### src/rtl/prog_ram_loader.sv
// Serial loader: byte stream frames -> 18-bit words written into a 1Kx18 program RAM.
// Optional inter-byte idle timeout is enabled by defining LOADER_TIMEOUT_EN.
module prog_ram_loader #(
  parameter logic [7:0]  SYNC_BYTE      = 8'hA5,
  parameter int unsigned TIMEOUT_CYCLES = 1000000
) (
  input  logic        CLK,
  input  logic        RST,
  input  logic [7:0]  RX_DATA,
  input  logic        RX_VALID,
  output logic        RX_READY,
  output logic [9:0]  ADDR,
  output logic [15:0] DI,
  output logic [1:0]  DIP,
  output logic        EN,
  output logic        WE,
  output logic        CPU_RESET,
  output logic        DONE,
  output logic        ERR
);

  typedef enum logic [2:0] {
    S_IDLE, S_CNT_H, S_CNT_L, S_B0, S_B1, S_B2, S_WRITE, S_CSUM
  } state_t;

  state_t      state_q, state_d;
  logic [9:0]  idx_q, idx_d;
  logic [9:0]  last_q, last_d;
  logic [7:0]  sum_q, sum_d, sum_add;
  logic [1:0]  b0_q, b0_d;
  logic [7:0]  b1_q, b1_d;
  logic [9:0]  addr_d;
  logic [15:0] di_d;
  logic [1:0]  dip_d;
  logic        we_d, cpu_d, done_d, err_d, rdy_d;
  logic        accept;

`ifdef LOADER_TIMEOUT_EN
  localparam int unsigned TW = $clog2(TIMEOUT_CYCLES + 1);
  logic [TW-1:0] tcnt_q, tcnt_d;
`endif

  assign accept  = RX_VALID & RX_READY;
  assign sum_add = sum_q + RX_DATA;

  // Next-state and next-output computation
  always_comb begin
    state_d = state_q;
    idx_d   = idx_q;
    last_d  = last_q;
    sum_d   = sum_q;
    b0_d    = b0_q;
    b1_d    = b1_q;
    addr_d  = ADDR;
    di_d    = DI;
    dip_d   = DIP;
    we_d    = 1'b0;
    cpu_d   = CPU_RESET;
    done_d  = 1'b0;
    err_d   = ERR;

    case (state_q)
      S_IDLE: if (accept && RX_DATA == SYNC_BYTE) begin
        state_d = S_CNT_H;
        cpu_d   = 1'b1;
        err_d   = 1'b0;
        idx_d   = '0;
        sum_d   = '0;
      end
      S_CNT_H: if (accept) begin
        if (RX_DATA[7:2] != 6'd0) begin
          err_d   = 1'b1;
          state_d = S_IDLE;
        end else begin
          last_d[9:8] = RX_DATA[1:0];
          sum_d       = sum_add;
          state_d     = S_CNT_L;
        end
      end
      S_CNT_L: if (accept) begin
        last_d[7:0] = RX_DATA;
        sum_d       = sum_add;
        state_d     = S_B0;
      end
      S_B0: if (accept) begin
        b0_d    = RX_DATA[1:0];
        sum_d   = sum_add;
        state_d = S_B1;
      end
      S_B1: if (accept) begin
        b1_d    = RX_DATA;
        sum_d   = sum_add;
        state_d = S_B2;
      end
      S_B2: if (accept) begin
        sum_d   = sum_add;
        addr_d  = idx_q;
        di_d    = {b1_q, RX_DATA};
        dip_d   = b0_q;
        we_d    = 1'b1;
        state_d = S_WRITE;
      end
      S_WRITE: begin
        idx_d   = 10'(idx_q + 10'd1);
        state_d = (idx_q == last_q) ? S_CSUM : S_B0;
      end
      S_CSUM: if (accept) begin
        if (sum_add == 8'd0) begin
          done_d = 1'b1;
          cpu_d  = 1'b0;
        end else begin
          err_d  = 1'b1;
        end
        state_d = S_IDLE;
      end
      default: state_d = S_IDLE;
    endcase

`ifdef LOADER_TIMEOUT_EN
    // Idle watchdog: only ticks while waiting for a byte mid-frame
    tcnt_d = tcnt_q;
    if (state_q == S_IDLE || accept) begin
      tcnt_d = '0;
    end else if (state_q != S_WRITE) begin
      if (tcnt_q == TW'(TIMEOUT_CYCLES - 1)) begin
        tcnt_d  = '0;
        err_d   = 1'b1;
        state_d = S_IDLE;
      end else begin
        tcnt_d = TW'(tcnt_q + 1'b1);
      end
    end
`endif

    rdy_d = (state_d != S_WRITE);
  end

  always_ff @(posedge CLK) begin
    if (RST) begin
      state_q   <= S_IDLE;
      idx_q     <= '0;
      last_q    <= '0;
      sum_q     <= '0;
      b0_q      <= '0;
      b1_q      <= '0;
      RX_READY  <= 1'b0;
      ADDR      <= '0;
      DI        <= '0;
      DIP       <= '0;
      EN        <= 1'b0;
      WE        <= 1'b0;
      CPU_RESET <= 1'b0;
      DONE      <= 1'b0;
      ERR       <= 1'b0;
`ifdef LOADER_TIMEOUT_EN
      tcnt_q    <= '0;
`endif
    end else begin
      state_q   <= state_d;
      idx_q     <= idx_d;
      last_q    <= last_d;
      sum_q     <= sum_d;
      b0_q      <= b0_d;
      b1_q      <= b1_d;
      RX_READY  <= rdy_d;
      ADDR      <= addr_d;
      DI        <= di_d;
      DIP       <= dip_d;
      EN        <= we_d;
      WE        <= we_d;
      CPU_RESET <= cpu_d;
      DONE      <= done_d;
      ERR       <= err_d;
`ifdef LOADER_TIMEOUT_EN
      tcnt_q    <= tcnt_d;
`endif
    end
  end

endmodule

### config.mk
export PLATFORM = sky130hd
export DESIGN_NAME = prog_ram_loader
export DESIGN_NICKNAME = d
export VERILOG_FILES = /design/src/rtl/prog_ram_loader.sv
export SDC_FILE = /design/constraint.sdc
export NUM_CORES = 1
export LEC_CHECK = 0
export ABC_AREA = 1
export BUFFER_PORTS_ARGS = -buffer_cell sky130_fd_sc_hd__buf_2
export CORE_UTILIZATION = 44
export DETAILED_ROUTE_END_ITERATION = 16
export PLACE_DENSITY_LB_ADDON = 0.12
export SETUP_SLACK_MARGIN = 0.3
export SKIP_LAST_GASP = 1
export SYNTH_ARGS = -nofsm -noshare
export SYNTH_HDL_FRONTEND = slang
export SYNTH_SLANG_ARGS = --single-unit
### constraint.sdc
create_clock -name CLK -period 3.92 [get_ports CLK]
set_input_delay 0.588 -clock CLK [delete_from_list [all_inputs] [get_ports CLK]]
set_output_delay 0.588 -clock CLK [all_outputs]
set_load 0.03 [all_outputs]
# Word-level counts from Yosys, hierarchy flattened
# Cells that the tools add are included.
[classes]
bitwise = 5
eq_ne = 18
add_sub_neg = 2
n_mux = 29
n_reduce_logical = 20
[ops]
columns = ["operator", "n"]
rows = [
  ["2-to-1 mux 8 bit", 4],
  ["2-to-1 mux 3 bit", 8],
  ["case mux 3 bit (8 select lines)", 1],
  ["case mux 8 bit (3 select lines)", 1],
  ["case mux 10 bit (2 select lines)", 1],
  ["!= test 2 bit (second input constant)", 7],
  ["equality test 3 bit (second input constant)", 4],
  ["adder 10 x 1 -> 10 bit (second input constant)", 1],
  ["equality test 10 bit", 1],
  ["2-to-1 mux 1 bit", 10],
  ["2-to-1 mux 10 bit", 1],
  ["AND reduction 2 bit", 5],
  ["adder 8 bit", 1],
  ["equality test 8 bit (second input constant)", 1],
  ["logical NOT 8 bit", 1],
  ["equality test 3 x 2 -> 1 bit (second input constant)", 2],
  ["AND reduction 6 bit", 1],
  ["nonzero test 3 bit", 2],
  ["nonzero test 6 bit", 1],
  ["AND reduction 5 bit", 1],
  ["inverter 1 bit", 4],
  ["AND reduction 4 bit", 1],
  ["nonzero test 2 bit", 2],
  ["OR reduction 4 bit", 1],
  ["other kinds (12)", 12],
]
[totals]
input_bits = 11
regBits = 74

# Longest topological paths before layout
# Gate-level depths: netlist (run 1).
[depth]
ltp_word = 5
mapped_depth = 14
ltp_nobuf = 14

# Worst setup path after synthesis (run 1)
# OpenSTA, ideal clock, no wires.
[synth_path]
path_kind = "input to register"
from = "input RX_DATA[0]"
to = "register CPU_RESET"
path_buffers = 0
t_required_ps = 3805
arrival_ps = 1940
path_slack_ps = 1864
stages = 14
setup_ps = 115
path_cell_list = "ha_1 > fa_1 > nand2_1 > nand2_1 > nand3_1 > nand2_1 > nand2_1 > nand2_1 > nor2_1 > nand2_2 > nand2_2 > nand3_1 > nand2_1 > nor2_1"
[synth_via]
elab_chain_len = 4
elab_cells_between_ends = 7
classes_between = "add/sub (1); eq/ne (3); reduce/logical (3)"
[synth_lines]
columns = ["item", "line_no", "source"]
rows = [
  ["from (decl)", "9", "input logic [7:0] RX_DATA,"],
  ["adder 8 bit / equality test 8 bit (equally long branches)", "44, 63", ""],
  ["logical NOT 8 bit / logical AND 1 bit (equally long branches)", "108, 63", ""],
  ["!= test 2 bit (no line)", "n/a", ""],
  ["AND reduction 4 bit (no line) *", "n/a", ""],
  ["to (signal assigned)", "171", "CPU_RESET <= cpu_d;"],
  ["to (decl)", "17", "output logic CPU_RESET,"],
]
# Every way passes the cells marked *; elsewhere a longest branch is shown, timed or not.
# A chain may end at the register's enable or synchronous reset.

# Final worst setup path (run 1)
# Ends and elaborated chain as after synthesis.

==> flow_metrics.tcl, run 1 <==
set metrics [dict create \
    status "finished clean" \
    gr-total-overflow 0 \
    vias_per_cell 4.939 \
    r2r-start "sum_q[0]" \
    cts-root-buf "clkbuf_8" \
    drtPass1Iterations 4 \
    report.power.total_mw 1.356 \
    fin_util_pct 52.28 \
    period_share_pct 51.14 \
    final_antenna_net_count 0 \
    arrival_ns 2.25 \
    synth_area_per_cell_sq_um 7.128 \
    synth_nets 499 \
    period_needed_ns 2.005 \
    yosysSeqAreaShare_pct 43.39 \
    start_kind "primary input" \
    endpoint_kind "register" \
    hold_start "ERR" \
    die_w_microns 90.09 \
    cts_tree "done" \
    grt_first_pass_wirelength_microns 13650 \
    stdcell_count 620 \
    portBuffers 44 \
    powerDensity_nw_per_um2 351.9 \
    clk_path_buf_depth 2 \
    holdWs_ns 0.4478 \
    cp_max_fo 7 \
    die_height_microns 90.09 \
    cp-startpoint "RX_DATA[0]" \
    rows 31 \
    worst_slew_pin_slew_ns 0.8673 \
    clk_pin_slew_worst_paths_ns 0.09 \
    gp_congestion 0.8594 \
    area_growth_pct 12.83 \
    ir_worst_vdd_mv 0.1628 \
    cts_sinks 74 \
    htree_levels 3 \
    tns_ns 0 \
    post-cts-setup-buffers 0 \
    start_util_pct 46.33 \
    leakagePower_nw 1.830 \
    slew_viol_final 0 \
    hold_violations 0 \
    crit_required_ns 4.17 \
    ys_warn_count 0 \
    relSlewSlack_pct 42.18 \
    worstHoldPathType "register to register" \
    grt_pass1_vias 2903 \
    worstSetupPathType "primary input to register" \
    drtIter0Drc 129 \
    max_freq_ghz 0.4988 \
    rsz0062_at_grt "no" \
    antenna_found_initial 0 \
    cts_resized 0 \
    wl_microns 7831 \
    ios 45 \
    setup_viol 0 \
    hpwl_microns 5513 \
    syn_inst 479 \
    grt_max_degree 64 \
    cts_buffers 9 \
    drive_gt1_share_pct 15.93 \
    reg2reg_slack_ns 2.00 \
    dieArea_sq_um 8116 \
    grt.total_usage_pct 20.85 \
    nets 536 \
    cap_violations 0 \
    routedWlPerCell_microns 12.63 \
    core_sq_um 7370 \
    syn_area_sq_um 3415 \
    insertion_delay_ns 0.35 \
    cts_hold_buf 0 \
    dp_cells 604 \
    drc_errors 0 \
    antenna_cells 0 \
    clock_skew_ns 0.007927 \
    ys_ff_latch 74 \
    netlist-cell-type-count 30 \
    num_vias 3062 \
]
-- critical path: stages --
cell and delay [ns]:
buf_2 0.15, ha_1 0.23, fa_1 0.41, nand2_1 0.09
nand2_1 0.08, nand3_1 0.09, nand2_1 0.05, nand2_1 0.06
nand2_1 0.06, nor2_1 0.13, nand2_2 0.09, nand2_2 0.07
nand3_1 0.06, nand2_1 0.06, nor2_1 0.05
-- final cells by class --
class	count	area [sq um]
Multi-Input combinational cell	333	1640
Fill cell	748	3517
Timing Repair Buffer	44	220.2
Clock buffer	9	123.9
Tap cell	99	123.9
Clock inverter	7	60.06
Inverter	54	202.7
Sequential cell	74	1481
-- cell families (layout without fill, tap and decap cells) --
group | after synthesis | after routing | synth area share (%)
DFF | 74 | 74 | 43.39
and+or+nand+nor | 210 | 210 | 26.31
buffers and inverters | 72 | 114 | 8.574
xor gates and xnor gates | 10 | 10 | 2.565
AOI/OAI and AO/OA | 104 | 104 | 15.65
adders and majority gates | 9 | 9 | 3.518
-- power by group --
part,switching [mW],internal (mW),leakage (nW),total (mW)
Sequential,0.000414,0.752,0.596,0.752
Clock,0.310,0.239,0.0844,0.549
Combinational,0.0392,0.0156,1.15,0.0548
Total,0.349,1.01,1.83,1.36
-- metal layers --
metal  GRT usage [%]  part of all wire (%)  vias to the layer above
met5               0                     0                        -
met4           6.048                   1.1                        0
met3           3.892                   3.8                        8
met2           35.81                    48                       53
met1           26.54                    47                     1387
li1                -                     -                     1614
-- synthesized netlist by cell type --
cell | count | area, sq um
nand2_1 | 82 | 307.8
nor2_1 | 82 | 307.8
dfxtp_1 | 74 | 1481
o21ai_0 | 58 | 290.3
inv_1 | 45 | 168.9
a21oi_1 | 41 | 205.2
nand3_1 | 18 | 90.09
buf_2 | 9 | 45.04
inv_2 | 9 | 33.78
nand4_1 | 9 | 56.30
xnor2_1 | 9 | 78.83
ha_1 | 8 | 100.1
clkbuf_1 | 6 | 22.52
nor3_1 | 5 | 25.02
nor2_2 | 4 | 25.02
nand2_2 | 3 | 18.77
or2_2 | 3 | 18.77
nor2_4 | 2 | 22.52
a211oi_1 | 1 | 7.510
a31oi_1 | 1 | 6.260
a31oi_2 | 1 | 12.51
buf_1 | 1 | 3.750
buf_4 | 1 | 7.510
buf_6 | 1 | 11.26
fa_1 | 1 | 20.02
nor2_8 | 1 | 20.02
o21ai_1 | 1 | 5.000
o31ai_1 | 1 | 7.510
or2_1 | 1 | 6.260
xor2_1 | 1 | 8.760
-- final timing paths --
check,cells past startpoint,to
setup reg to reg,14,CPU_RESET
setup / recovery,15,CPU_RESET
hold reg to reg,2,ERR
hold / removal,2,ERR
-- flip-flops by register name, summed over array words and instances (netlist names), 3 cells and up --
name and count:
DI 16, ADDR 10, idx_q 10, last_q 10, b1_q 8, sum_q 8, state_q 3
-- through the flow --
stage | instance area, sq um | worst slack [ns]
4_1_cts | 3852 | 1.918
3_3_place_gp | 3669 | 1.598
2_1_floorplan | 3415 | 1.864
6_report | 3852 | 1.915
3_5_place_dp | 3669 | 1.545
5_1_grt | 3852 | 1.762
-- layout by cell type (no fill, tap or decap) --
master	netlist	routed
o21ai_0	58	58
or2_2	3	3
nand2_2	3	3
dfxtp_1	74	74
nand3_1	18	18
inv_8	0	1
inv_1	45	45
a211oi_1	1	1
nor3_1	5	5
a31oi_1	1	1
nand4_1	9	9
clkinv_4	0	1
nor2_1	82	82
inv_6	0	2
nor2_8	1	1
xnor2_1	9	9
o21ai_1	1	1
clkinvlp_4	0	3
buf_2	9	44
a31oi_2	1	1
fa_1	1	1
inv_2	9	9
nor2_4	2	2
a21oi_1	41	41
or2_1	1	1
nand2_1	82	82
o31ai_1	1	1
nor2_2	4	4
clkbuf_8	0	9
xor2_1	1	1
ha_1	8	8
Note: power is estimated with default switching activity, not from simulation.
==> inputs of run 2 (changes only) <==
ABC_AREA = 0   (was 1)
clock period = 1.9 ns   (was 3.92 ns; I/O delays follow)
==> run 2 against run 1 <==
  * Largest power group unchanged
  * Hold slack got worse by 0.093 ns
  * Flip-flop and latch count did not move
  * The run now ends with negative setup slack left
  * Die area fell by 1.4%
  * Via count rose by 0.95%
  * Sequential power rose by 110%
  * Core utilization rose by 6.3 points
  * Clock skew rose by 0.0032 ns
  * Global-route usage rose by 2.6 points
  * Combinational power rose to 3.0 times the previous value
  * Final area rose by 11%
  * Critical endpoint is now state_q[0]
  * Sequential share of layout area fell by 3.7 points
==> flow_metrics.tcl, run 2 <==
set metrics [dict create \
    arrival_ns 2.40 \
    drc_errors 0 \
    vias_per_cell 5.275 \
    dp_cells 567 \
    num_vias 3091 \
    grt.total_usage_pct 23.43 \
    worst_slew_pin_slew_ns 0.4806 \
    drtIter0Drc 160 \
    hold_violations 0 \
    cts_buffers 9 \
    drtPass1Iterations 4 \
    synth_top_area_share_pct 44.01 \
    tns_ns -1.067 \
    syn_area_sq_um 3366 \
    max_freq_ghz 0.4623 \
    ys_ff_latch 74 \
    async_flop_share_pct 0 \
    ios 45 \
    antenna_cells 0 \
    grt_first_pass_wirelength_microns 14010 \
    synth_area_leader_cell "dfxtp_1" \
    hpwl_microns 6061 \
    crit_required_ns 2.14 \
    portBuffers 44 \
    cts-root-buf "clkbuf_8" \
    status "finished, violations left" \
    gr-total-overflow 0 \
    place_area_sq_um 4005 \
    cts_tree "done" \
    start_kind "register" \
    cts_hold_buf 0 \
    worstHoldPathType "primary input to register" \
    fin_util_pct 58.56 \
    rsz0062_at_grt "yes" \
    die_height_microns 89.46 \
    synth-edff-count 0 \
    ir_worst_vdd_mv 0.5221 \
    grt_max_degree 26 \
    gp_congestion 0.8752 \
    period_share_pct 113.8 \
    routedWlPerCell_microns 14.60 \
    final_common_cell "nand2_1" \
    cts_sinks 74 \
    dieArea_sq_um 8003 \
    area_growth_pct 27.55 \
    core_sq_um 7331 \
    powerDensity_nw_per_um2 662.5 \
    wl_microns 8553 \
    stdcell_count 586 \
    nets 502 \
    yosysSeqAreaShare_pct 44.01 \
    cp_max_fo 3 \
    start_util_pct 45.91 \
    final_cell_mix "nand2_1, dfxtp_1, a21oi_1" \
    netlist_top_cells_count "nand2_1, dfxtp_1, a21oi_1" \
    stdcell_area_sq_um 4293 \
    synth.area.top_cells "dfxtp_1, nand2_1, a21oi_1, mux2i_1, nor2_1" \
    regMostFlops "DI" \
    endpoint_kind "register" \
    worstSetupPathType "register to register" \
    synth_area_per_cell_sq_um 8.229 \
    die_w_microns 89.46 \
    final_antenna_net_count 0 \
    period_needed_ns 2.163 \
    worst_slack_ns -0.2629 \
    relSlewSlack_pct 67.82 \
    ys_warn_count 0 \
    synth_flop_cell "dfxtp_1" \
    clk_pin_slew_worst_paths_ns 0.09 \
    grt_pass1_vias 2828 \
    largest_reg_flops 16 \
    clock_skew_ns 0.01114 \
    netlist-cell-type-count 50 \
    cap_violations 0 \
    htree_levels 3 \
    slew_viol_final 0 \
    syn_inst 409 \
    clk_path_buf_depth 2 \
    synth_nets 429 \
    drive_gt1_share_pct 28.13 \
    antenna_found_initial 0 \
    violations "negative setup slack" \
    leakagePower_nw 1.706 \
    nFillCells 694 \
    setup_viol 7 \
    rows 31 \
    insertion_delay_ns 0.35 \
    holdWs_ns 0.3545 \
    synth.most_common_cell "nand2_1" \
]
run 2: changes by cell type in the layout (fill, tap and decap cells not counted), moves of 8 or more:
| cell | previous run | this run |
|---|---|---|
| o21ai_0 | 58 | 8 |
| inv_1 | 45 | 0 |
| nor2_1 | 82 | 39 |
| buf_4 | 0 | 38 |
| mux2i_1 | 0 | 19 |
| a21oi_1 | 41 | 51 |
| xor2_1 | 1 | 10 |
| dfxtp_1 | 74 | 66 |
| inv_2 | 9 | 1 |
| nand4_1 | 9 | 1 |
run 2: final timing paths:
check / startpoint / endpoint / slack [ns] / cells after the start
hold / removal: RX_DATA[7] / DI[7] / 0.35 / 4
setup reg to reg: sum_q[1] / state_q[0] / -0.26 / 7
setup / recovery: sum_q[1] / state_q[0] / -0.26 / 7
hold reg to reg: DI[13] / DI[13] / 0.45 / 2
run 2: area by class of cell:
type,count,area (sq um),area share (%)
Sequential cell,74,1494,34.80
Inverter,1,3.754,0.08744
Clock inverter,7,58.81,1.370
Clock buffer,9,123.9,2.885
Tap cell,99,123.9,2.885
Multi-Input combinational cell,311,1938,45.15
Timing Repair Buffer,85,550.5,12.82
run 2: worst max-delay path, stage by stage (launching register included):
cell	delay [ns]
dfxtp_4	0.37
ha_4	0.21
a21o_1	0.20
and4_4	0.19
or3_4	0.34
a2111oi_4	0.33
a31oi_2	0.16
o31a_1	0.25
run 2: metrics by stage:
step | power [mW] | setup slack [ns]
6_report | 2.844 | -0.2629
5_1_grt | 2.957 | -0.3495
4_1_cts | 2.871 | -0.2440
3_5_place_dp | 1.742 | -0.3513
3_3_place_gp | 1.741 | -0.2928
2_1_floorplan | 1.654 | -0.1215
run 2: layer usage:
layer  vias up  wire length [microns]  part of all wire [%]  GRT usage, %
met3        20                    297                   3.5         4.432
met5         -                      0                     0             0
met1      1454                   4221                    49         31.92
met2        60                   3817                    45         36.16
met4         0                    217                   2.5         10.25
li1       1557                      -                     -             -
run 2: kinds of logic (layout without fill, tap and decap cells):
| family | count (synthesis) | after routing | share of synthesized area (%) |
|---|---|---|---|
| AND/OR/NAND/NOR | 183 | 183 | 25.09 |
| AO/OA/AOI/OAI | 84 | 84 | 14.54 |
| flip-flops | 74 | 74 | 44.01 |
| buffers and inverters | 24 | 102 | 2.937 |
| multiplexers | 19 | 19 | 5.650 |
| XOR/XNOR | 15 | 15 | 3.903 |
| adder cells (fa/ha/maj) | 10 | 10 | 3.866 |
run 2: power by group:
part / internal [mW] / switching, mW / leakage [nW]
logic: 0.0642 / 0.0985 / 1.02
registers: 1.55 / 0.00125 / 0.600
clock network: 0.494 / 0.637 / 0.0872
run 2: what timing repair did:
item                       in CTS  in global routing
setup buffers                   2                  0
resized for setup               8                 14
gates cloned                    1                  0
setup endpoints to repair      21                 22
pin swaps                      10                  4
